==> src/rtl/shot_entry_pkg.sv <==
// Shared board constants and shot-entry FSM encoding.
// Used by shot_entry, the grid RAM and the game controller.
// Contents: GRID_SIZE/COORD_W/CNT_W constants, state encoding, state_t enum.
package shot_entry_pkg;

   localparam int GRID_SIZE = 10;
   localparam int COORD_W   = 4;
   localparam int CNT_W     = 8;

   localparam logic [1:0] IDLE     = 2'd0;
   localparam logic [1:0] CHECK    = 2'd1;
   localparam logic [1:0] OFFER    = 2'd2;
   localparam logic [1:0] WAIT_REL = 2'd3;

   typedef enum logic [1:0] {
      ST_IDLE     = IDLE,
      ST_CHECK    = CHECK,
      ST_OFFER    = OFFER,
      ST_WAIT_REL = WAIT_REL
   } state_t;

endpackage

==> src/rtl/shot_entry_rise_detect.sv <==
// Rising-edge detector with a registered previous value that resets to 1.
// Latency: rise is combinational from din against the previous cycle's din.
// Ports: clk, rst_n (async active-low), din, rise.
module rise_detect (
   input  logic clk,
   input  logic rst_n,
   input  logic din,
   output logic rise
);

   logic prev_q;

   // Resetting to 1 means a level held high through reset never looks like an edge.
   always_ff @(posedge clk or negedge rst_n) begin
      if (!rst_n) prev_q <= 1'b1;
      else        prev_q <= din;
   end

   assign rise = din & ~prev_q;

endmodule

==> src/rtl/shot_entry.sv <==
// Turns debounced switches into one range-checked shot per fire press, offered valid/ready.
// Latency: fire edge at n -> CHECK at n+1 -> shot_valid at n+2; ready stalls hold the shot.
// Ports: clk, rst_n, sw_clean[9:0] {arm,fire,col,row}, shot_ready in; shot_valid/row/col,
//        err_range, err_abort, busy, shots_fired out.
module shot_entry
   import shot_entry_pkg::*;
#(
   parameter int GRID_SIZE = shot_entry_pkg::GRID_SIZE,
   parameter int COORD_W   = shot_entry_pkg::COORD_W,
   parameter int CNT_W     = shot_entry_pkg::CNT_W
) (
   input  logic               clk,
   input  logic               rst_n,
   input  logic [9:0]         sw_clean,
   input  logic               shot_ready,
   output logic               shot_valid,
   output logic [COORD_W-1:0] shot_row,
   output logic [COORD_W-1:0] shot_col,
   output logic               err_range,
   output logic               err_abort,
   output logic               busy,
   output logic [CNT_W-1:0]   shots_fired
);

   logic [COORD_W-1:0] row_sw;
   logic [COORD_W-1:0] col_sw;
   logic               fire_sw;
   logic               arm_sw;
   logic               fire_rise;

   assign row_sw  = sw_clean[COORD_W-1:0];
   assign col_sw  = sw_clean[2*COORD_W-1:COORD_W];
   assign fire_sw = sw_clean[8];
   assign arm_sw  = sw_clean[9];

   rise_detect u_fire_rise (
      .clk   (clk),
      .rst_n (rst_n),
      .din   (fire_sw),
      .rise  (fire_rise)
   );

   function automatic logic in_range(input logic [COORD_W-1:0] r,
                                     input logic [COORD_W-1:0] c);
      return (int'(r) < GRID_SIZE) && (int'(c) < GRID_SIZE);
   endfunction

   state_t             state_q;
   logic               shot_valid_q;
   logic [COORD_W-1:0] row_q;
   logic [COORD_W-1:0] col_q;
   logic               err_range_q;
   logic               err_abort_q;
   logic               busy_q;
   logic [CNT_W-1:0]   shots_q;

   always_ff @(posedge clk or negedge rst_n) begin
      if (!rst_n) begin
         state_q      <= ST_IDLE;
         shot_valid_q <= 1'b0;
         row_q        <= '0;
         col_q        <= '0;
         err_range_q  <= 1'b0;
         err_abort_q  <= 1'b0;
         busy_q       <= 1'b0;
         shots_q      <= '0;
      end else begin
         err_range_q <= 1'b0;
         err_abort_q <= 1'b0;
         case (state_q)
            ST_IDLE: begin
               if (fire_rise && arm_sw) begin
                  row_q       <= row_sw;
                  col_q       <= col_sw;
                  // Error is registered at capture so the pulse lines up with the CHECK cycle.
                  err_range_q <= !in_range(row_sw, col_sw);
                  busy_q      <= 1'b1;
                  state_q     <= ST_CHECK;
               end
            end
            ST_CHECK: begin
               if (in_range(row_q, col_q)) begin
                  shot_valid_q <= 1'b1;
                  state_q      <= ST_OFFER;
               end else begin
                  state_q      <= ST_WAIT_REL;
               end
            end
            ST_OFFER: begin
               // Handshake has priority over an arm drop in the same cycle.
               if (shot_ready) begin
                  shot_valid_q <= 1'b0;
                  shots_q      <= shots_q + {{(CNT_W-1){1'b0}}, 1'b1};
                  state_q      <= ST_WAIT_REL;
               end else if (!arm_sw) begin
                  shot_valid_q <= 1'b0;
                  err_abort_q  <= 1'b1;
                  state_q      <= ST_WAIT_REL;
               end
            end
            ST_WAIT_REL: begin
               if (!fire_sw) begin
                  busy_q  <= 1'b0;
                  state_q <= ST_IDLE;
               end
            end
            default: begin
               busy_q  <= 1'b0;
               state_q <= ST_IDLE;
            end
         endcase
      end
   end

   assign shot_valid  = shot_valid_q;
   assign shot_row    = row_q;
   assign shot_col    = col_q;
   assign err_range   = err_range_q;
   assign err_abort   = err_abort_q;
   assign busy        = busy_q;
   assign shots_fired = shots_q;

endmodule
==> config.mk <==
export PLATFORM = sky130hd
export DESIGN_NAME = shot_entry
export DESIGN_NICKNAME = d
export VERILOG_FILES = /design/src/rtl/shot_entry_pkg.sv /design/src/rtl/shot_entry_rise_detect.sv /design/src/rtl/shot_entry.sv
export SDC_FILE = /design/constraint.sdc
export NUM_CORES = 1
export LEC_CHECK = 0
export CORE_ASPECT_RATIO = 2
export CORE_UTILIZATION = 35
export DETAILED_ROUTE_END_ITERATION = 8
export PLACE_DENSITY = 0.59
export SYNTH_ARGS = -nofsm -noshare
export SYNTH_HDL_FRONTEND = slang
export SYNTH_HIERARCHICAL = 1
export SYNTH_SLANG_ARGS = --single-unit
==> constraint.sdc <==
create_clock -name clk -period 2.5 [get_ports clk]
set_clock_uncertainty 0.1 [all_clocks]
set_input_delay 0.75 -clock clk [delete_from_list [all_inputs] [get_ports clk]]
set_output_delay 0.75 -clock clk [all_outputs]
set_load 0.02 [all_outputs]
# == Word level (Yosys, flattened, before mapping) ==
# Cells that the tools add are included.
# classes
n_addsub,1
n_lt_le_gt_ge,4
n_eq_ne,7
mux,18
bitwise,2
reduce_logical,12
# ops
op,n
"4-bit less-than comparator, second input constant",4
1-bit two-way mux,11
3-bit AND reduction,3
"8-bit by 1-bit adder with 8-bit output, second input constant",1
2-bit two-way mux,4
2-bit case mux with 4 select lines,1
"2-bit inequality test, second input constant",3
"2-bit == test, second input constant",2
1-bit case mux with 2 select lines,2
2-bit AND reduction,2
2-bit nonzero test,2
1-bit logical AND,3
"3-bit inequality test, second input constant",1
"2-bit by 1-bit == test with 1-bit output, second input constant",1
2-bit logical NOT,1
1-bit bitwise AND,1
1-bit logical NOT,1
1-bit inverter,1
# word_totals
register_bits,23
in_bits,13
output_inout_bits,20
word_cells,53

# == Logic depth before layout (Yosys ltp) ==
# Gate-level depths: netlist (run 1).
# depth
word_depth,5
mapped_depth,5
mapped_depth_nobuf,5

# == By module ==
# The synthesis (run 1) kept the hierarchy.
# modules_own_cells
module,instances,cells_each,area_each_um2,seq_area_each_um2
shot_entry,1,83,1027.2,550.5
rise_detect,1,2,40.0,26.3

# == Least setup slack after synthesis (run 1) ==
# No wires, ideal clock.
# synth_timing
kind,input to register
from,input port sw_clean[8]
to,register state_q[1]
arrival_time_ns,1.605
required_ns,2.275
slack_ns,0.670
cell_stages,4
path_cell_list,nor2b_4 > a21boi_1 > or3_4 > mux2_4
# synth_via
elab_chain_len,4
elab_cells_between_ends,5
classes_between,eq/ne (2); bitwise (1); reduce/logical (2)
# synth_lines
item,line,text
from (decl),shot_entry.sv:14,"input logic [9:0] sw_clean,"
1-bit bitwise AND,shot_entry_rise_detect.sv:19,assign rise = din & ~prev_q;
1-bit logical AND,shot_entry.sv:72,if (fire_rise && arm_sw) begin
2-bit inequality test (no line),n/a,
3-bit AND reduction (no line) *,n/a,
to (signal assigned),shot_entry.sv:78,state_q <= ST_CHECK;
to (signal assigned),shot_entry.sv:84,state_q <= ST_OFFER;
to (signal assigned),shot_entry.sv:86,state_q <= ST_WAIT_REL;
to (decl),shot_entry.sv:48,state_t state_q;
# Every way passes the cells marked *; elsewhere a longest branch is shown, timed or not.
# A chain may end at the register's enable or synchronous reset.

# == Worst setup path in the final report (run 1) ==
# layout_timing
from,"register shots_q[3], in the netlist shots_fired[3]"
to,output port shots_fired[3]
# layout_lines
item,line,text
from (decl),shot_entry.sv:55,logic [CNT_W-1:0] shots_q;
from (signal assigned),shot_entry.sv:93,"shots_q <= shots_q + {{(CNT_W-1){1'b0}}, 1'b1};"
to (decl),shot_entry.sv:22,output logic [CNT_W-1:0] shots_fired
# No word-level cell between the ends.

==> flow_summary.yaml, run 1 <==
critical_path:
  cp_top_family: "buffers and inverters"
  worstPathArrival_ns: 1.35
  r2r_slack_ns: 0.56
  required_ns: 1.65
  crit_path_start_kind: "register"
  cp-end-kind: "output pin"
  crit_path_cell_trace: "clkdlybuf4s50_1"
  path_buf_inv: 1
  max_stage_delay_ns: 0.64
  cp_max_fo: 6
  crit_type: "register to output pin"
  crit_slowest_cell: "clkdlybuf4s50_1"
logic_synthesis:
  syn_avg_cell_area_sq_um: 12.6
  netlist-cell-type-count: 27
  synthMuxAreaShare_pct: 10.9
  yosys.area_share.simple_pct: 12.0
  synth_compound_area_share_pct: 8.91
  synth_seq_cells: 23
  synth_nets: 104
  yosysSeqAreaShare_pct: 54.0
  synth_fa_ha_area_share_pct: 7.03
  ys.warnings.count: 6
  synthCells: 85
  syn_area_sq_mm: 0.00107
  synth_top_family_by_area: "simple AND/OR/NAND/NOR gates"
  synth_xor_area_share_pct: 5.74
timing:
  holdWs_ns: 0.366
  finalCriticalPeriod_ns: 2.20
  worst_slew_pin_slew_ns: 0.454
  setup_viol: 0
  fmax_mhz: 455
  fin_crit_sh_pct: 87.9
  rsz0062_at_grt: "false"
  slew_headroom_pct: 69.7
  timing.final.hold_violations: 0
  final.setup.tns_ns: 0
  drv_slew: 0
floorplan:
  num_rows: 28
  die_area_sq_mm: 0.00329
  core_sq_mm: 0.00294
  die_w_microns: 41.0
  dieHeight_microns: 80.1
  ioPinCount: 33
  start_util_pct: 36.3
clocking:
  postCtsSetupBuffers: 0
  cts_root_buffer: "clkbuf_8"
  clock_path_buffers: 2
  worstSkewPairLatency_ns: 0.26
  cts_max_level: 1
  clock_sinks: 23
  cts_tree: "yes"
  ctsResizeCount: 0
  cts_hold_buf: 0
  cts_buffers: 3
  path_clk_slew_ns: 0.07
power:
  leakagePower_nw: 0.656
  peakVddDrop_v: 0.000578
  power_density_mw_per_mm2: 1120
grt:
  grt_util_all_layers_pct: 15.0
  grt_pass1_wl_microns: 3430
  grt_pass1_vias: 818
  grt_overflow_total: 0
  grt_max_degree: 24
  antenna_found_initial: 0
routing:
  post_drt_wl_per_cell_microns: 13.6
  totalWireLength_microns: 2080
  drtPass1Iterations: 6
  drt_drc_violations_left: 0
  vias_per_cell: 5.29
  ant_nets: 0
  vias: 810
  drt_iter0_markers: 18
place:
  portBuffers: 32
  gp_congestion: 0.829
  dp_hpwl_microns: 1660
run_status:
  outcome: "completed"
finish:
  final_cell_mix: "clkdlybuf4s50_1, dfrtp_1, mux2_2, ha_1, o21ai_0"
  syn2layout_area_growth_pct: 39.2
  nNetsFinal: 143
  fillers: 285
  antenna_cells: 0
  final_common_cell: "clkdlybuf4s50_1"
  layout-drive-gt1-share_pct: 15.4
run:
  cap_violations: 0
min_path:
  hold_path_class: "register to register"
power breakdown:
group / internal [W] / switching [W] / leakage, nW / total, W
registers: 0.000511 / 0.000131 / 0.288 / 0.000642
logic: 0.000426 / 0.000377 / 0.345 / 0.000803
clock network: 0.000114 / 0.000111 / 0.0228 / 0.000224
total: 0.00105 / 0.000620 / 0.656 / 0.00167
registers in the layout (all words and copies together), names as in the netlist:
register / cells
busy: 1
shots_fired: 8
state_q: 2
shot_row: 4
err_abort: 1
shot_col: 4
err_range: 1
shot_valid: 1
u_fire_rise/prev_q: 1
cell type report:
type	count	area, sq um	share of cell area (%)
inverters	4	15.0	1.01
clock buffers	4	45.0	3.03
multi-input cells	58	475	32.0
repair buffers	34	335	22.6
well taps	30	37.5	2.53
flip-flops and latches	23	577	38.8
metal layers:
layer	vias up	track usage (%)	part of all wire, %
met1	405	15.5	37
met5	-	0	0
met4	0	5.00	1.5
met3	4	1.93	4.3
met2	26	27.7	57
li1	375	-	-
cells in the mapped netlist (all sizes together):
library cell | n | area share (%)
dfrtp | 22 | 52
mux2 | 10 | 11
ha | 6 | 7.0
o21ai | 5 | 2.3
inv | 4 | 1.4
xnor2 | 4 | 3.3
nand2 | 3 | 1.1
nand3 | 3 | 1.4
nand4 | 3 | 1.8
nor3 | 3 | 1.4
o211ai | 3 | 2.1
xor2 | 3 | 2.5
a21boi | 2 | 1.4
a21oi | 2 | 0.94
and2 | 2 | 1.3
o21a | 2 | 1.4
and3 | 1 | 0.59
and3b | 1 | 0.82
dfstp | 1 | 2.5
nor2 | 1 | 0.35
nor2b | 1 | 1.3
o31ai | 1 | 0.70
or3 | 1 | 1.1
or4b | 1 | 0.94
stage by stage:
stage / std cells / setup slack, ns / power [W] / utilization [%] / instance area [sq um]
3_3_place_gp: 149 / 0.127 / 0.00145 / 48.9 / 1440
3_5_place_dp: 149 / 0.0807 / 0.00146 / 48.9 / 1440
6_report: 153 / 0.302 / 0.00167 / 50.5 / 1490
2_1_floorplan: 85 / 0.670 / 0.00110 / - / 1070
4_1_cts: 153 / 0.286 / 0.00169 / 50.5 / 1490
5_1_grt: 153 / 0.242 / 0.00180 / 50.5 / 1490
final timing paths:
check | startpoint | end | cells past startpoint
max | shots_fired[3]$_DFFE_PN0P_ | shots_fired[3] | 1
max in group asynchronous | rst_n | u_fire_rise/prev_q$_DFF_PN1_ | 2
max reg2reg | state_q[0]$_DFFE_PN0P_ | state_q[1]$_DFFE_PN0P_ | 5
min | shots_fired[7]$_DFFE_PN0P_ | shots_fired[7]$_DFFE_PN0P_ | 1
min in group asynchronous | rst_n | shots_fired[1]$_DFFE_PN0P_ | 2
min reg2reg | shots_fired[7]$_DFFE_PN0P_ | shots_fired[7]$_DFFE_PN0P_ | 1
logic make-up after synthesis:
logic type               after synthesis
multiplexers                          10
XOR/XNOR                               7
buffers and inverters                  4
AO/OA/AOI/OAI                         15
flip-flops                            23
AND/OR/NAND/NOR                       20
adder cells (fa/ha/maj)                6
Note: power is estimated with default switching activity, not from simulation.
==> inputs of run 2 (changes only) <==
CORE_UTILIZATION = 40   (was 35)
PLACE_DENSITY = 0.7   (was 0.59)
==> run 2 against run 1 <==
- clock-buffer cell count shrank 1
- via count shrank 3.1%
- highest routed layer unchanged
- global-route usage grew 3.3 points
- critical path depth is the same
- power grew 0.63%
- first-iteration DRC count shrank 28%
==> flow_summary.yaml, run 2 (synthesis gave the netlist of run 1 again) <==
critical_path:
  crit_type: "register to output pin"
  path_buf_inv: 1
  reg2reg_to: "state_q[1]$_DFFE_PN0P_"
  worstPathArrival_ns: 1.35
  cp_top_family: "buffers and inverters"
  crit_path_start_kind: "register"
  cp_max_fo: 6
  required_ns: 1.65
  max_stage_delay_ns: 0.64
  crit_path_cell_trace: "clkdlybuf4s50_1"
  r2r_slack_ns: 0.55
  cp-end-kind: "output pin"
  r2r-start: "state_q[0]$_DFFE_PN0P_"
  crit_cells: 1
  crit_slowest_cell: "clkdlybuf4s50_1"
  reg2reg_depth: 5
routing:
  ant_nets: 0
  drtPass1Iterations: 4
  vias_per_cell: 5.20
  vias: 785
  drt_drc_violations_left: 0
  drt_iter0_markers: 13
  totalWireLength_microns: 2250
  post_drt_wl_per_cell_microns: 14.9
finish:
  final_cell_mix: "clkdlybuf4s50_1, dfrtp_1, mux2_2, ha_1, o21ai_0"
  syn2layout_area_growth_pct: 39.0
  largest_reg_flops: 8
  fin_cells: 151
  layout-drive-gt1-share_pct: 16.3
  final_common_cell: "clkdlybuf4s50_1"
  nNetsFinal: 143
  fillers: 221
  utilization_pct: 58.5
  finalInstanceArea_sq_mm: 0.00148
  antenna_cells: 0
clocking:
  cts_root_buffer: "clkbuf_8"
  cts_max_level: 1
  path_clk_slew_ns: 0.08
  ctsResizeCount: 0
  worstSkewPairLatency_ns: 0.26
  cts_buffers: 3
  cts_tree: "yes"
  clock_sinks: 23
  cts_hold_buf: 0
  postCtsSetupBuffers: 0
  clock_path_buffers: 2
min_path:
  min-delay-start: "shots_fired[7]$_DFFE_PN0P_"
  hold_path_class: "register to register"
  hold_depth: 1
  hold-path-endpoint: "shots_fired[7]$_DFFE_PN0P_"
grt:
  grt_pass1_wl_microns: 3740
  grt_overflow_total: 0
  grtUsageMet3_pct: 1.77
  grt-busiest-layer: "met2"
  grt_max_degree: 24
  antenna_found_initial: 0
  met1_usage_pct: 19.3
  grt_pass1_vias: 842
  use_met2_pct: 35.0
  grt_util_all_layers_pct: 18.3
power:
  leakagePower_nw: 0.659
  power_density_mw_per_mm2: 1130
  peakVddDrop_v: 0.000768
floorplan:
  dieHeight_microns: 75.1
  die_area_sq_mm: 0.00289
  num_rows: 26
  start_util_pct: 42.1
  core_sq_mm: 0.00254
  ioPinCount: 33
  die_w_microns: 38.5
timing:
  final.setup.tns_ns: 0
  timing.final.hold_violations: 0
  slew_headroom_pct: 68.9
  fin_crit_sh_pct: 88.0
  setup_viol: 0
  fmax_mhz: 454
  finalCriticalPeriod_ns: 2.20
  rsz0062_at_grt: "false"
  worst_slew_pin_slew_ns: 0.464
  drv_slew: 0
  holdWs_ns: 0.375
place:
  portBuffers: 32
  dp_cells: 147
  gp_congestion: 0.734
  dp_hpwl_microns: 1780
  postPlaceCellArea_sq_mm: 0.00144
run:
  cap_violations: 0
run_status:
  outcome: "completed"
[run 2: worst max path at each step]
stage	from	end	slack, ns
2_1_floorplan	sw_clean[8]	state_q[1]$_DFFE_PN0P_	0.67
3_3_place_gp	sw_clean[8]	shot_col[1]$_DFFE_PN0P_	0.12
3_5_place_dp	sw_clean[8]	shot_row[3]$_DFFE_PN0P_	0.04
4_1_cts	shots_fired[3]$_DFFE_PN0P_	shots_fired[3]	0.29
5_1_grt	sw_clean[8]	shot_row[3]$_DFFE_PN0P_	0.23
6_report	shots_fired[3]$_DFFE_PN0P_	shots_fired[3]	0.30
[run 2: power breakdown]
group	leakage [nW]	switching, W	internal, W
Combinational	0.345	0.000384	0.000428
Clock	0.0255	0.000114	0.000111
Sequential	0.288	0.000132	0.000511
Total	0.659	0.000631	0.00105
[run 2: area by class of cell]
cell class	instances	area, sq um	area share [%]
sequential	23	577	38.9
multi-input combinational	58	475	32.0
timing repair buffer	34	335	22.6
clock buffer	3	41.3	2.78
tap	28	35.0	2.36
inverter	4	15.0	1.01
clock inverter	1	5.00	0.337
[run 2: per-layer routing]
layer	wire (microns)	up-vias	part of all wire [%]
li1	-	378	-
met1	837	388	37
met2	1340	17	59
met3	50	2	2.2
met4	24	0	1.1
met5	0	-	0
[run 2: stage by stage]
stage | setup WS, ns | total power, W
finish | 0.299 | 0.00168
global route | 0.228 | 0.00181
global placement | 0.123 | 0.00144
floorplan | 0.670 | 0.00110
CTS | 0.292 | 0.00170
detailed placement | 0.0411 | 0.00147
